[src/rtl/pe_tile_sequencer.sv]
// rtl/pe_tile_sequencer.sv - drives one PE through a clear / MAC / optional residual job.
// Buffer reads feed a two-stage pipeline to pe_en; the drain state waits out the pipeline before capturing the result.
module pe_tile_sequencer #(
    parameter int DATA_WIDTH = 16,
    parameter int ADDR_WIDTH = 8
) (
    input  logic                  clk,
    input  logic                  rst,
    input  logic                  start,
    input  logic                  abort,
    input  logic [ADDR_WIDTH-1:0] vec_len,
    input  logic [ADDR_WIDTH-1:0] base_addr,
    input  logic                  use_residual,
    input  logic [DATA_WIDTH-1:0] residual_in,
    output logic                  mem_rd_en,
    output logic [ADDR_WIDTH-1:0] mem_addr,
    input  logic [DATA_WIDTH-1:0] mem_in_data,
    input  logic [DATA_WIDTH-1:0] mem_wt_data,
    output logic                  pe_clear,
    output logic                  pe_en,
    output logic                  pe_mode_residual,
    output logic [DATA_WIDTH-1:0] pe_input_data,
    output logic [DATA_WIDTH-1:0] pe_weight_data,
    output logic [DATA_WIDTH-1:0] pe_residual_data,
    input  logic                  pe_skipped,
    input  logic [DATA_WIDTH-1:0] pe_output_data,
    output logic                  busy,
    output logic                  done,
    output logic [DATA_WIDTH-1:0] result,
    output logic [15:0]           op_count,
    output logic [15:0]           skip_count
);

    typedef enum logic [2:0] {
        IDLE  = 3'd0,
        CLEAR = 3'd1,
        FETCH = 3'd2,
        RESID = 3'd3,
        DRAIN = 3'd4,
        DONE  = 3'd5
    } state_t;

    localparam logic [ADDR_WIDTH-1:0] ADDR_ONE = {{(ADDR_WIDTH-1){1'b0}}, 1'b1};

    state_t                state_q, state_d;
    logic [ADDR_WIDTH-1:0] len_q, len_d;
    logic [ADDR_WIDTH-1:0] base_q, base_d;
    logic [ADDR_WIDTH-1:0] idx_q, idx_d;
    logic                  use_res_q, use_res_d;
    logic [DATA_WIDTH-1:0] res_val_q, res_val_d;
    logic                  rd_valid_q, rd_valid_d;
    logic                  mac_en_q, mac_en_d;
    logic                  mac_dly_q, mac_dly_d;
    logic                  out_valid_q, out_valid_d;
    logic [DATA_WIDTH-1:0] in_data_q, in_data_d;
    logic [DATA_WIDTH-1:0] wt_data_q, wt_data_d;
    logic [DATA_WIDTH-1:0] result_q, result_d;
    logic [15:0]           op_count_q, op_count_d;
    logic [15:0]           skip_count_q, skip_count_d;

    assign mem_rd_en        = (state_q == FETCH);
    assign mem_addr         = (state_q == FETCH) ? base_q + idx_q : '0;
    assign pe_clear         = (state_q == CLEAR);
    assign pe_mode_residual = (state_q == RESID);
    assign pe_en            = mac_en_q | pe_mode_residual;
    assign pe_input_data    = pe_mode_residual ? '0 : in_data_q;
    assign pe_weight_data   = pe_mode_residual ? '0 : wt_data_q;
    assign pe_residual_data = pe_mode_residual ? res_val_q : '0;
    assign busy             = (state_q != IDLE);
    assign done             = (state_q == DONE);
    assign result           = result_q;
    assign op_count         = op_count_q;
    assign skip_count       = skip_count_q;

    always_comb begin
        state_d      = state_q;
        len_d        = len_q;
        base_d       = base_q;
        idx_d        = idx_q;
        use_res_d    = use_res_q;
        res_val_d    = res_val_q;
        rd_valid_d   = 1'b0;
        mac_en_d     = rd_valid_q;
        mac_dly_d    = mac_en_q;
        out_valid_d  = pe_en;
        in_data_d    = rd_valid_q ? mem_in_data : in_data_q;
        wt_data_d    = rd_valid_q ? mem_wt_data : wt_data_q;
        result_d     = result_q;
        op_count_d   = op_count_q + {15'd0, mac_en_q};
        skip_count_d = skip_count_q + {15'd0, mac_dly_q & pe_skipped};

        case (state_q)
            IDLE: begin
                if (start && !abort) begin
                    len_d     = vec_len;
                    base_d    = base_addr;
                    use_res_d = use_residual;
                    res_val_d = residual_in;
                    state_d   = CLEAR;
                end
            end
            CLEAR: begin
                idx_d        = '0;
                result_d     = '0;
                op_count_d   = '0;
                skip_count_d = '0;
                if (len_q != '0) begin
                    state_d = FETCH;
                end else if (use_res_q) begin
                    state_d = RESID;
                end else begin
                    state_d = DONE;
                end
            end
            FETCH: begin
                rd_valid_d = 1'b1;
                idx_d      = idx_q + ADDR_ONE;
                if (idx_q == len_q - ADDR_ONE) begin
                    state_d = DRAIN;
                end
            end
            RESID: begin
                state_d = DRAIN;
            end
            DRAIN: begin
                // Still-pending reads keep us here; the last MAC cycle decides whether a residual step follows.
                if (rd_valid_q) begin
                    state_d = DRAIN;
                end else if (mac_en_q) begin
                    state_d = use_res_q ? RESID : DRAIN;
                end else begin
                    result_d = pe_output_data;
                    state_d  = DONE;
                end
            end
            DONE: begin
                state_d = IDLE;
            end
            default: begin
                state_d = IDLE;
            end
        endcase

        // Abort flushes the pipeline and freezes the reported job state.
        if (abort && state_q != IDLE) begin
            state_d      = IDLE;
            rd_valid_d   = 1'b0;
            mac_en_d     = 1'b0;
            mac_dly_d    = 1'b0;
            out_valid_d  = 1'b0;
            result_d     = result_q;
            op_count_d   = op_count_q;
            skip_count_d = skip_count_q;
        end
    end

    always_ff @(posedge clk) begin
        if (rst) begin
            state_q      <= IDLE;
            len_q        <= '0;
            base_q       <= '0;
            idx_q        <= '0;
            use_res_q    <= 1'b0;
            res_val_q    <= '0;
            rd_valid_q   <= 1'b0;
            mac_en_q     <= 1'b0;
            mac_dly_q    <= 1'b0;
            out_valid_q  <= 1'b0;
            in_data_q    <= '0;
            wt_data_q    <= '0;
            result_q     <= '0;
            op_count_q   <= '0;
            skip_count_q <= '0;
        end else begin
            state_q      <= state_d;
            len_q        <= len_d;
            base_q       <= base_d;
            idx_q        <= idx_d;
            use_res_q    <= use_res_d;
            res_val_q    <= res_val_d;
            rd_valid_q   <= rd_valid_d;
            mac_en_q     <= mac_en_d;
            mac_dly_q    <= mac_dly_d;
            out_valid_q  <= out_valid_d;
            in_data_q    <= in_data_d;
            wt_data_q    <= wt_data_d;
            result_q     <= result_d;
            op_count_q   <= op_count_d;
            skip_count_q <= skip_count_d;
        end
    end

endmodule

[config.mk]
export PLATFORM = sky130hd
export DESIGN_NAME = pe_tile_sequencer
export DESIGN_NICKNAME = d
export VERILOG_FILES = /design/src/rtl/pe_tile_sequencer.sv
export SDC_FILE = /design/constraint.sdc
export NUM_CORES = 1
export LEC_CHECK = 0
export ABC_CLOCK_PERIOD_IN_PS = 2300
export CAP_MARGIN = 20
export CORE_ASPECT_RATIO = 2
export CORE_MARGIN = 2
export CORE_UTILIZATION = 46
export DETAILED_ROUTE_END_ITERATION = 7
export GPL_TIMING_DRIVEN = 0
export PLACE_DENSITY_LB_ADDON = 0.3
export SYNTH_ARGS = -nofsm -noshare
export SYNTH_HDL_FRONTEND = slang
export SYNTH_SLANG_ARGS = --single-unit
[constraint.sdc]
create_clock -name clk -period 2.3 [get_ports clk]
set_input_delay 0.46 -clock clk [delete_from_list [all_inputs] [get_ports clk]]
set_output_delay 0.46 -clock clk [all_outputs]
set_load 0.03 [all_outputs]
Word level (Yosys, flattened, before mapping):

Index checks and enable logic that the tools add are counted.

* logic and storage cells: 63
* ROM bits: 0
* memory bits (writable): 0
* memories kept: 0
* register bits: 127
* bits of input ports: 86
* output and inout port bits: 110
* latch bits: 0

* order comparisons: 0
* add/sub/neg operators: 5
* reduce and logical (&&, ||, !) cells: 12
* div/mod/pow operators: 0
* eq/ne operators: 10
* $mul: 0
* bitwise logic cells: 3
* shift operators: 0
* muxes and demuxes: 19

Operators with widths (number)
* two-way mux 16 bit: 7
* adder 16 x 1 -> 16 bit: 2
* case mux 16 bit (2 select lines): 1
* two-way mux 3 bit: 7
* case mux 8 bit (2 select lines): 1
* case mux 3 bit (5 select lines): 1
* adder 8 x 1 -> 8 bit (second input constant): 1
* adder 8 bit: 1
* == test 8 bit: 1
* two-way mux 8 bit: 1
* nonzero test 8 bit: 1
* subtractor 8 x 1 -> 8 bit (second input constant): 1
* == test 3 x 2 -> 1 bit (second input constant): 2
* == test 3 bit (second input constant): 2
* inequality test 2 bit (second input constant): 3
* AND reduction 2 bit: 2
* AND reduction 4 bit: 1
* nonzero test 2 bit: 2
* == test 3 x 1 -> 1 bit (second input constant): 1
* logical NOT 3 bit: 1
* nonzero test 3 bit: 1
* logical AND 1 bit: 2
* inequality test 2 x 1 -> 1 bit (second input constant): 1
* OR reduction 2 bit: 1
* other kinds (5): 5

Logic depth before layout (Yosys ltp):

Gate-level depths: netlist of the first run.

* word-level depth: 4
* mapped depth: 8
* gate-level depth less buffers: 8

Worst setup path before layout of the first run:

No wires, ideal clock.

* path kind: reg2out
* from: register state_q[2]
* to: output port mem_addr[7]
* path buffers: 2
* slack: -175 ps
* stages on the path, launching flop included: 7
* arrival: 2015 ps
* data required time: 1840 ps
* cells stage by stage: dfxtp_1 -> buf_2 -> or3b_4 -> inv_2 -> clkbuf_1 -> nand2_1 -> mux2i_1

* word-level cells in the longest chain between the ends: 2

Ends and longest elaborated chain
* start, declared: line 45 `state_t state_q, state_d;`
* start signal, assigned: line 175 `state_q <= state_d;`
* == test 3 x 2 -> 1 bit
* net mem_rd_en: line 15 `output logic mem_rd_en,`
* two-way mux 8 bit: line 62 `assign mem_addr = (state_q == FETCH) ? base_q + idx_q : '0;`
* end, declared: line 16 `output logic [ADDR_WIDTH-1:0] mem_addr,`

The timed path passes the listed nets, and every way through them passes these cells.

Worst setup path in the final report of the first run:

* from: register idx_q[0]
* to: output port mem_addr[6]

* word-level cells in the longest chain between the ends: 2

Ends and longest elaborated chain
* start, declared: line 48 `logic [ADDR_WIDTH-1:0] idx_q, idx_d;`
* start signal, assigned: line 178 `idx_q <= idx_d;`
* adder 8 bit: line 62
* two-way mux 8 bit: line 62

Every way passes these cells.

==> results of run 1 <==
[through the flow]
stage	cell area (um^2)	worst slack [ns]	total power, uW	instances	hold slack [ns]
5_1_grt	8700	-0.461	5750	1070	0.469
2_1_floorplan	5870	0.0152	2480	685	0.432
3_5_place_dp	7990	-0.719	2690	1028	0.442
4_1_cts	8720	-0.384	5610	1070	0.450
6_report	8700	-0.420	5570	1070	0.449
3_3_place_gp	7990	-0.663	2680	1028	0.437
[flip-flops by register name, summed over array words and instances, names as in the netlist]
name	cells
in_data_q	16
op_count	16
res_val_q	16
result	16
skip_count	16
wt_data_q	16
base_q	8
idx_q	8
len_q	8
state_q	3
mac_dly_q	1
mac_en_q	1
rd_valid_q	1
use_res_q	1
[power by group through the flow]
stage	combinational (uW)	clock, uW	sequential [uW]
3_3_place_gp	386	0	2300
3_5_place_dp	392	0	2300
2_1_floorplan	184	0	2300
6_report	400	2920	2250
5_1_grt	439	3050	2260
4_1_cts	398	2960	2250
[logic make-up after synthesis]
group,after synthesis,share of synthesized area [%]
adders and majority gates,15,3.33
and+or+nand+nor,328,27.8
AOI/OAI and AO/OA,91,9.45
DFF,127,43.3
xor gates and xnor gates,40,5.97
buffers and inverters,48,3.82
muxes,36,6.25
[layer usage]
metal,vias up,global-route usage [%],routed length (um)
met3,42,6.33,866
met4,0,11.7,597
met2,203,47.7,9670
met5,-,0,0
met1,2614,24.8,6050
li1,2770,-,-
[cells in the mapped netlist (all sizes together), types with 2 or more instances]
master | n | share of area (%)
dfxtp | 127 | 43
nor2 | 102 | 6.6
nand2 | 92 | 5.9
a21oi | 51 | 4.4
and2 | 36 | 3.8
mux2i | 34 | 5.8
buf | 24 | 2.3
and3 | 22 | 2.3
xnor2 | 20 | 3.0
xor2 | 20 | 3.0
clkbuf | 18 | 1.2
a22oi | 17 | 2.2
nand3 | 15 | 1.3
ha | 14 | 3.0
nor3 | 14 | 1.2
nand2b | 7 | 0.75
nor3b | 7 | 0.98
a21o | 6 | 0.77
inv | 6 | 0.38
nand4 | 6 | 0.64
a31oi | 5 | 0.53
nor4 | 4 | 0.85
and4 | 3 | 0.45
nand4b | 3 | 0.45
nor2b | 3 | 0.32
nor4b | 3 | 0.66
o21ai | 3 | 0.26
a211oi | 2 | 0.26
mux2 | 2 | 0.45
o211ai | 2 | 0.26
or3 | 2 | 0.30
or3b | 2 | 0.34
or4 | 2 | 0.26
or4b | 2 | 0.34
[worst max-delay path by stage]
| stage | endpoint | cells past startpoint | slack [ns] |
|---|---|---|---|
| 2_1_floorplan | mem_addr[6] | 7 | 0.02 |
| 3_3_place_gp | mem_addr[6] | 8 | -0.66 |
| 3_5_place_dp | mem_addr[6] | 8 | -0.72 |
| 4_1_cts | mem_addr[4] | 8 | -0.38 |
| 5_1_grt | mem_addr[6] | 8 | -0.46 |
| 6_report | mem_addr[6] | 8 | -0.42 |
[tightest hold or removal path: cells and delay by family (launching register included)]
kind / cells / cell delay, ns
flops: 1 / 0.30
simple gates: 1 / 0.05
compound gates: 1 / 0.05
[cell type report]
class                      count  area, um^2  area share, %
timing repair buffer         207        1830           21.0
tap                          150         188           2.16
buffer                        39         229           2.63
sequential                   127        2570           29.5
inverter                       6        25.0          0.288
clock inverter                14         218           2.50
multi-input combinational    510        3220           37.0
clock buffer                  17         425           4.89
[repair_timing]
item / in CTS / in global routing
resized for setup: 288 / 30
setup buffers: 14 / 0
hold buffers: 0 / 0
pin swaps: 7 / 3
endpoints found under the setup margin: 62 / 46
==> results.md, run 1 <==
* Global-route wire length before repair at 27600 um
* Internal power at 4360 uW
* Final count of hold timing violations at 0
* Routed WL per cell at 16.1 um
* Clk slew on worst S/H paths at 0.06 ns
* Largest net degree at the start of global routing at 17
* Final estimated routing congestion in global placement at 0.875
* Routed Antenna Nets at 0
* TritonCTS clock tree: built
* CTS Buf Count at 17
* Post-synth EDFFs at 0
* TritonRoute pass-1 iters at 7
* Synthesized Nets at 786
* Critical Path Most Common Cell: a21o_1
* Critical path fanouts, max at 2
* Die Y at 164 um
* Maximum buffer depth of the clock tree at 2
* CP Buf/Inv Count at 1
* Setup CP Type: flop to primary output
* Initial antenna violation count at 0
* Hold path start: res_val_q[6]
* Worst-Margin Slew at 0.782 ns
* Top-Level Pins at 196
* Headroom to the max-slew limit at 47.9%
* Via count at 5629
* Chip Width at 83.8 um
* Cell count of the worst hold path at 2
* Net Sw Frac at 21.8%
* Routed WL at 17200 um
* Fill count at 1026
* Highest clock rate at 368 MHz
* Synthesis warning total at 0
* Static leakage at 0.00351 uW
* Tot GR Track Use at 25.0%
* Via density per instance at 5.26
* Syn Area/Cell at 8.56 um^2
* Worst skew pair latency at 0.41 ns
* Post-Syn Instances at 685
* Worst VDD drop at 0.561 mV
* Layout Skew at 0.00793 ns
* Fin nets at 1009
* Worst r2r src: len_q[0]
* Critical Path AT at 2.26 ns
* Reg2reg setup slack at 0.14 ns
* Share of flip-flops with an asynchronous set or reset at 0%
* CP Cell Sequence: ha_4 > fa_2 > a21o_1 > a21o_1 > a21oi_2 > or4b_1 > nand3_2 > buf_6
* # DRC at 0
* Commonest non-fill, non-tap cells in the layout: 131 x clkdlybuf4s50_1, 117 x dfxtp_1, 101 x nor2_1, 91 x nand2_1, 48 x a21oi_1
* Reported net switching power at 1210 uW
* TNS Setup at -1.38 ns
* DRT iter0 DRCs at 298
* Power share of the combinational group at 7.2%
* FF-to-FF End: state_q[1]
* Clock root cell: clkbuf_16
* Primary FF master, synth: dfxtp_1
* R2R cell count at 7
* Number of global-route vias before repair at 5644
* Sink of the worst hold path: res_val_q[6]
* CP top delay family: simple AND/OR/NAND/NOR gates
* Failing checks: negative setup slack
* Sequential share of the synthesized area at 43.3%
* Dpl hpwl at 12500 um
* Initial core utilization at 47.0%
* Worst Path Required at 1.84 ns
* Final Util at 69.7%
* Mapped cell area at 5870 um^2
* Worst hold path type: flop to flop
* Htree depth at 4
* Setup Viol. Count Final at 5
* Grt total ovfl at 0
* Slowest cell on crit path: or4b_1
* Core box area at 12500 um^2
* CTS Sinks at 127
* Reg power frac at 40.4%
* Tcrit/Tclk final at 118%
* Setup WS post-layout at -0.420 ns
* Port Buffers at 193
* Fin. max-slew vios at 0
* Max_cap viols at 0
* Max incr delay on CP at 0.49 ns
* CP endpoint kind: primary output
* N_diodes at 0
* Synthesis-stage register bit count at 127
* Clock power frac at 52.4%
* Critical Path Start: idx_q[0]
* Layout area overhead at 48.3%
* Unrepaired setup endpoints after global routing: true
* Status: finished with violations
* Die area at 13700 um^2
* Layout cell share with drive strength beyond 1 at 17.2%
* FP Rows at 58
* Pwr per Cell Area at 641 nW/um^2
* Critical Path Source Type: flop
* Most common cell after layout, fill and taps aside: clkdlybuf4s50_1
* Synth unique cells at 54
* Final Critical Period at 2.72 ns
(Power assumes the default switching activity.)
==> run 2, diff against run 1 <==
--- a/config.mk
+++ b/config.mk
@@ -5,11 +5,12 @@
 export SDC_FILE = /design/constraint.sdc
 export NUM_CORES = 1
 export LEC_CHECK = 0
-export ABC_CLOCK_PERIOD_IN_PS = 2300
+export ABC_CLOCK_PERIOD_IN_PS = 3270
 export CAP_MARGIN = 20
 export CORE_ASPECT_RATIO = 2
 export CORE_MARGIN = 2
-export CORE_UTILIZATION = 46
+export CORE_UTILIZATION = 50
+export CTS_CLUSTER_SIZE = 30
 export DETAILED_ROUTE_END_ITERATION = 7
 export GPL_TIMING_DRIVEN = 0
 export PLACE_DENSITY_LB_ADDON = 0.3
==> constraint.sdc (replaced) <==
create_clock -name clk -period 3.27 [get_ports clk]
set_input_delay 0.654 -clock clk [delete_from_list [all_inputs] [get_ports clk]]
set_output_delay 0.654 -clock clk [all_outputs]
set_load 0.03 [all_outputs]
==> run 2 against run 1 <==
Against the previous run:
- the run now ends clean
- final area down 1.8%
- total power down 34%
- hold slack better by 0.00051 ns
- largest power group unchanged
==> results.md, run 2 (synthesis results as in run 1) <==
* Critical Path AT at 2.47 ns (+0.21 ns)
* Initial antenna violation count at 0 (unchanged)
* Die Y at 157 um (-4.0%)
* Dpl hpwl at 11900 um (-5.1%)
* Htree depth at 4 (unchanged)
* Layout area overhead at 45.6%
* Final estimated routing congestion in global placement at 0.873 (-0.23%)
* Final count of hold timing violations at 0 (unchanged)
* Routed Antenna Nets at 0 (unchanged)
* Setup CP Type: flop to primary output
* Max_cap viols at 0 (unchanged)
* Post-DP Area at 7980 um^2 (-0.14%)
* Status: completed
* Maximum buffer depth of the clock tree at 2 (unchanged)
* Highest clock rate at 320 MHz
* Routed WL per cell at 15.3 um (-4.5%)
* Chip Width at 80.6 um (-3.9%)
* TritonRoute pass-1 iters at 5 (-2)
* Fill count at 875 (-15%)
* Grt total ovfl at 0 (unchanged)
* Via density per instance at 5.32 (+1.1%)
* Critical Path Source Type: flop
* Highest metal used: met4
* Worst skew pair latency at 0.42 ns (about the same)
* Global-route wire length before repair at 26400 um (-4.2%)
* Worst hold path type: flop to flop
* TritonCTS clock tree: built
* Most common cell after layout, fill and taps aside: clkdlybuf4s50_1
* Number of global-route vias before repair at 5642 (-0.035%)
* Top-Level Pins at 196 (unchanged)
* Die area at 12700 um^2 (-7.7%)
* Final instance area at 8540 um^2 (-1.8%)
* Headroom to the max-slew limit at 50.8% (+3.0 points)
* Static leakage at 0.00352 uW (+0.34%)
* Pwr per Cell Area at 428 nW/um^2 (-33%)
* Port Buffers at 193 (unchanged)
* Worst-Margin Slew at 0.737 ns (-0.0443 ns)
* FP Rows at 56 (-3.4%)
* Worst VDD drop at 0.610 mV (+8.9%)
* Core box area at 11600 um^2 (-7.4%)
* Clock root cell: clkbuf_16
* Fin. max-slew vios at 0 (unchanged)
* Tot GR Track Use at 26.5% (+1.5 points)
* DR WL met2 at 8130 um (-16%)
* CP endpoint kind: primary output
* Wl on met1 at 6340 um (+4.8%)
* Critical path fanouts, max at 10 (+8)
* Routed WL at 16200 um (-5.9%)
* TNS Setup at 0 ns (+1.38 ns)
* Tcrit/Tclk final at 95.4%
* Commonest non-fill, non-tap cells in the layout: 159 x clkdlybuf4s50_1, 126 x dfxtp_1, 101 x nor2_1, 92 x nand2_1, 51 x a21oi_1
* DRT iter0 DRCs at 315 (+5.7%)
* CTS Buf Count at 17 (unchanged)
* # DRC at 0 (unchanged)
* Fin nets at 997 (-1.2%)
* Unrepaired setup endpoints after global routing: false
* Largest net degree at the start of global routing at 17 (unchanged)
* Routed wl met3 at 1410 um (+62%)
* Layout cell share with drive strength beyond 1 at 7.81% (-9.4 points)
* CTS Sinks at 127 (unchanged)
* Via count at 5607 (-0.39%)
* N_diodes at 0 (unchanged)
* Setup Viol. Count Final at 0 (-5)
* Initial core utilization at 50.7% (+3.7 points)
* Layout Skew at 0.0109 ns (+0.00301 ns)
* Clk slew on worst S/H paths at 0.06 ns (about the same)
* Worst Path Required at 2.62 ns (+0.78 ns)
* Final Critical Period at 3.12 ns
## run 2: path summary, 6_finish.rpt
check	startpoint	to	slack, ns	depth (start not counted)
worst max-delay path	state_q[0]	pe_residual_data[8]	0.15	6
worst min-delay path	res_val_q[4]	res_val_q[4]	0.45	2
worst max register to register	len_q[0]	state_q[1]	1.19	7
worst min register to register	res_val_q[4]	res_val_q[4]	0.45	2
## run 2: power breakdown
group          switching, uW  leakage [uW]  internal (uW)
sequential              15.5       0.00103           1570
combinational            130       0.00224            147
clock                    735      0.000258           1060
total                    880       0.00352           2770
## run 2: metal layers
metal  vias up  GRT usage [%]
met5         -              0
met4         0           8.88
met3        30           9.92
met2       212           44.8
met1      2618           30.4
li1       2747              -
## run 2: critical path, cell delays in order, from the launching register on
cell and delay (ns):
dfxtp_1 0.31, buf_2 0.22, nor2b_1 0.20, clkbuf_2 0.23, clkbuf_2 0.22, and3_1 0.19, clkdlybuf4s50_1 0.68
## run 2: layout make-up
type,count,area [um^2],share of cell area [%]
repair buffers,193,1930,22.6
clock inverters,13,129,1.51
inverters,6,22.5,0.264
plain buffers,41,204,2.39
well taps,145,181,2.12
multi-input cells,510,3100,36.3
flip-flops and latches,127,2540,29.8
clock buffers,19,433,5.07
## run 2: repair_timing
action	CTS	global route
setup endpoints to repair	46	24
resized for setup	30	17
hold buffers	0	0
endpoints found under the hold margin	0	0
buffers inserted	0	0
gates cloned	0	0
## run 2: stage by stage
stage                     setup WS, ns  utilization (%)  hold slack [ns]  total power (uW)  instances
after global placement           0.195             69.0            0.438              1890       1023
final                            0.149             73.9            0.450              3650       1054
after floorplan                  0.601                -            0.432              1740        685
after CTS                     0.000643             73.7            0.453              3680       1054
after detailed placement         0.157             69.0            0.445              1890       1023
after global routing            0.0138             73.9            0.468              3790       1054
==> run 3, diff against run 2 <==
--- a/config.mk
+++ b/config.mk
@@ -14,6 +14,7 @@
 export DETAILED_ROUTE_END_ITERATION = 7
 export GPL_TIMING_DRIVEN = 0
 export PLACE_DENSITY_LB_ADDON = 0.3
+export REMOVE_ABC_BUFFERS = 1
 export SYNTH_ARGS = -nofsm -noshare
 export SYNTH_HDL_FRONTEND = slang
 export SYNTH_SLANG_ARGS = --single-unit
==> run 3 against run 2 <==
Against the previous run:
- global-route usage is 1.6 points lower
- critical path depth is 2 lower
- critical endpoint is now mem_addr[0]
- largest power group unchanged
- sequential share of layout area hardly changed
- die area stayed put
- clock skew is 0.00056 ns higher
- core utilization is 0.22 points higher
- non-clock buffer count is 33 lower
- register-to-register slack worse by 0.08 ns
==> results.md, run 3 (synthesis results as in run 1) <==
* Hold path start: res_val_q[7]
* Postcts setup bufs at 0 (unchanged)
* Chip Width at 80.6 um (unchanged)
* Final estimated routing congestion in global placement at 0.749 (-14%)
* Maximum buffer depth of the clock tree at 2 (unchanged)
* Critical Path Source Type: flop
* Status: completed
* DRT iter0 DRCs at 347 (+10%)
* TritonCTS clock tree: built
* Htree depth at 4 (unchanged)
* Worst-Margin Slew at 0.759 ns (+0.0213 ns)
* Routed Antenna Nets at 0 (unchanged)
* Fin nets at 965 (-3.2%)
* N_diodes at 0 (unchanged)
* Dpl hpwl at 10500 um (-12%)
* Unrepaired setup endpoints after global routing: false
* TritonRoute pass-1 iters at 4 (-1)
* Die Y at 157 um (unchanged)
* Total Power at 3880 uW (+6.3%)
* Critical Path AT at 2.49 ns (+0.02 ns)
* Tcrit/Tclk final at 96.2% (+0.76 points)
* Die area at 12700 um^2 (unchanged)
* Cts hold-fix bufs at 0 (unchanged)
* Highest clock rate at 318 MHz (-0.79%)
* Layout Skew at 0.0115 ns (+0.000564 ns)
* Setup Viol. Count Final at 0 (unchanged)
* Final count of hold timing violations at 0 (unchanged)
* Headroom to the max-slew limit at 49.4% (-1.5 points)
* Grt total ovfl at 0 (unchanged)
* Core box area at 11600 um^2 (unchanged)
* Top-Level Pins at 196 (unchanged)
* Setup CP Type: flop to primary output
* Critical path fanouts, max at 28 (+18)
* Number of global-route vias before repair at 5356 (-5.1%)
* Port Buffers at 195 (+1.0%)
* Worst Path Required at 2.62 ns (about the same)
* Max_cap viols at 0 (unchanged)
* Pre-CTS WS at -0.787 ns (-0.944 ns)
* CP endpoint kind: primary output
* Initial antenna violation count at 0 (unchanged)
* Critical Path Start: state_q[1]
* CTS Sinks at 127 (unchanged)
* Final Critical Period at 3.15 ns (+0.0248 ns)
* Worst VDD drop at 0.370 mV (-39%)
* Worst r2r src: state_q[2]
* Static leakage at 0.00324 uW (-7.9%)
* Via count at 5505 (-1.8%)
* CTS Buf Count at 17 (unchanged)
* Fill count at 864 (-1.3%)
* Clk slew on worst S/H paths at 0.06 ns (about the same)
* Pwr per Cell Area at 453 nW/um^2 (+6.0%)
* Routed WL per cell at 15.4 um (+0.72%)
* TNS Setup at 0 ns (unchanged)
* Layout cell share with drive strength beyond 1 at 7.41% (-0.40 points)
* Layout area overhead at 46.0%
* # DRC at 0 (unchanged)
* Worst skew pair latency at 0.42 ns (about the same)
* Largest net degree at the start of global routing at 70 (+53)
* Global-route wire length before repair at 25100 um (-5.0%)
* Routed WL at 15800 um (-2.3%)
* Most common cell after layout, fill and taps aside: clkdlybuf4s50_1
* Clock root cell: clkbuf_16
* Setup WS post-layout at 0.125 ns (-0.0248 ns)
* Fin. max-slew vios at 0 (unchanged)
* Initial core utilization at 50.7% (unchanged)
* Tot GR Track Use at 24.9% (-1.6 points)
* Worst hold path type: flop to flop
* Via density per instance at 5.39 (+1.3%)
* Commonest non-fill, non-tap cells in the layout: 189 x clkdlybuf4s50_1, 124 x dfxtp_1, 101 x nor2_1, 91 x nand2_1, 51 x a21oi_1
* FP Rows at 56 (unchanged)
run 3: changes by cell type in the layout (fill, tap and decap cells not counted), moves of 3 or more:
cell / previous run / this run
buf_1: 9 / 0
buf_2: 11 / 0
buf_6: 4 / 0
bufinv_16: 1 / 4
clkbuf_1: 14 / 0
clkbuf_2: 7 / 3
clkdlybuf4s50_1: 159 / 189
clkinv_4: 2 / 5
clkinvlp_4: 5 / 2
dlygate4sd2_1: 20 / 2
dlymetal6s2s_1: 11 / 0
run 3: timing repair:
| action | in CTS | in global routing |
|---|---|---|
| endpoints found under the setup margin | 60 | 39 |
| cloned | 0 | 1 |
| gates resized for setup | 12 | 7 |
| pin swaps | 0 | 0 |
run 3: area by class of cell:
type | count | area [um^2] | share of cell area (%)
multi-input combinational | 511 | 3130 | 36.5
sequential | 127 | 2550 | 29.8
timing repair buffer | 201 | 2040 | 23.9
tap | 145 | 181 | 2.12
clock buffer | 17 | 425 | 4.97
inverter | 6 | 23.8 | 0.278
clock inverter | 15 | 210 | 2.45
run 3: final timing paths:
kind | end | depth (start not counted) | slack, ns
min reg2reg | res_val_q[7] | 2 | 0.45
min | res_val_q[7] | 2 | 0.45
max reg2reg | res_val_q[5] | 5 | 1.11
max | mem_addr[0] | 4 | 0.12
run 3: routing by layer:
metal,GRT usage (%),vias to the layer above,part of all wire (%)
met2,40.8,193,50
li1,-,2683,-
met1,29.4,2598,40
met4,8.88,0,2.0
met5,0,-,0
met3,9.69,31,8.1
run 3: stage by stage:
| step | utilization, % | instances | instance area, um^2 | hold WS (ns) |
|---|---|---|---|---|
| 2_1_floorplan | - | 643 | 5660 | 0.426 |
| 3_3_place_gp | 67.4 | 983 | 7800 | 0.437 |
| 3_5_place_dp | 68.1 | 987 | 7870 | 0.442 |
| 4_1_cts | 73.7 | 1019 | 8520 | 0.450 |
| 5_1_grt | 74.1 | 1022 | 8560 | 0.465 |
| 6_report | 74.1 | 1022 | 8560 | 0.448 |
run 3: critical path, cell delays in order (launching register included):
cell	delay, ns
dfxtp_4	0.51
or3b_4	0.52
clkinv_2	0.21
and2_1	0.17
clkdlybuf4s50_1	0.66
run 3: power breakdown:
| group | switching (uW) | internal, uW | leakage [uW] |
|---|---|---|---|
| Combinational | 123 | 149 | 0.00191 |
| Sequential | 17.8 | 1570 | 0.00103 |
| Clock | 739 | 1290 | 0.000304 |
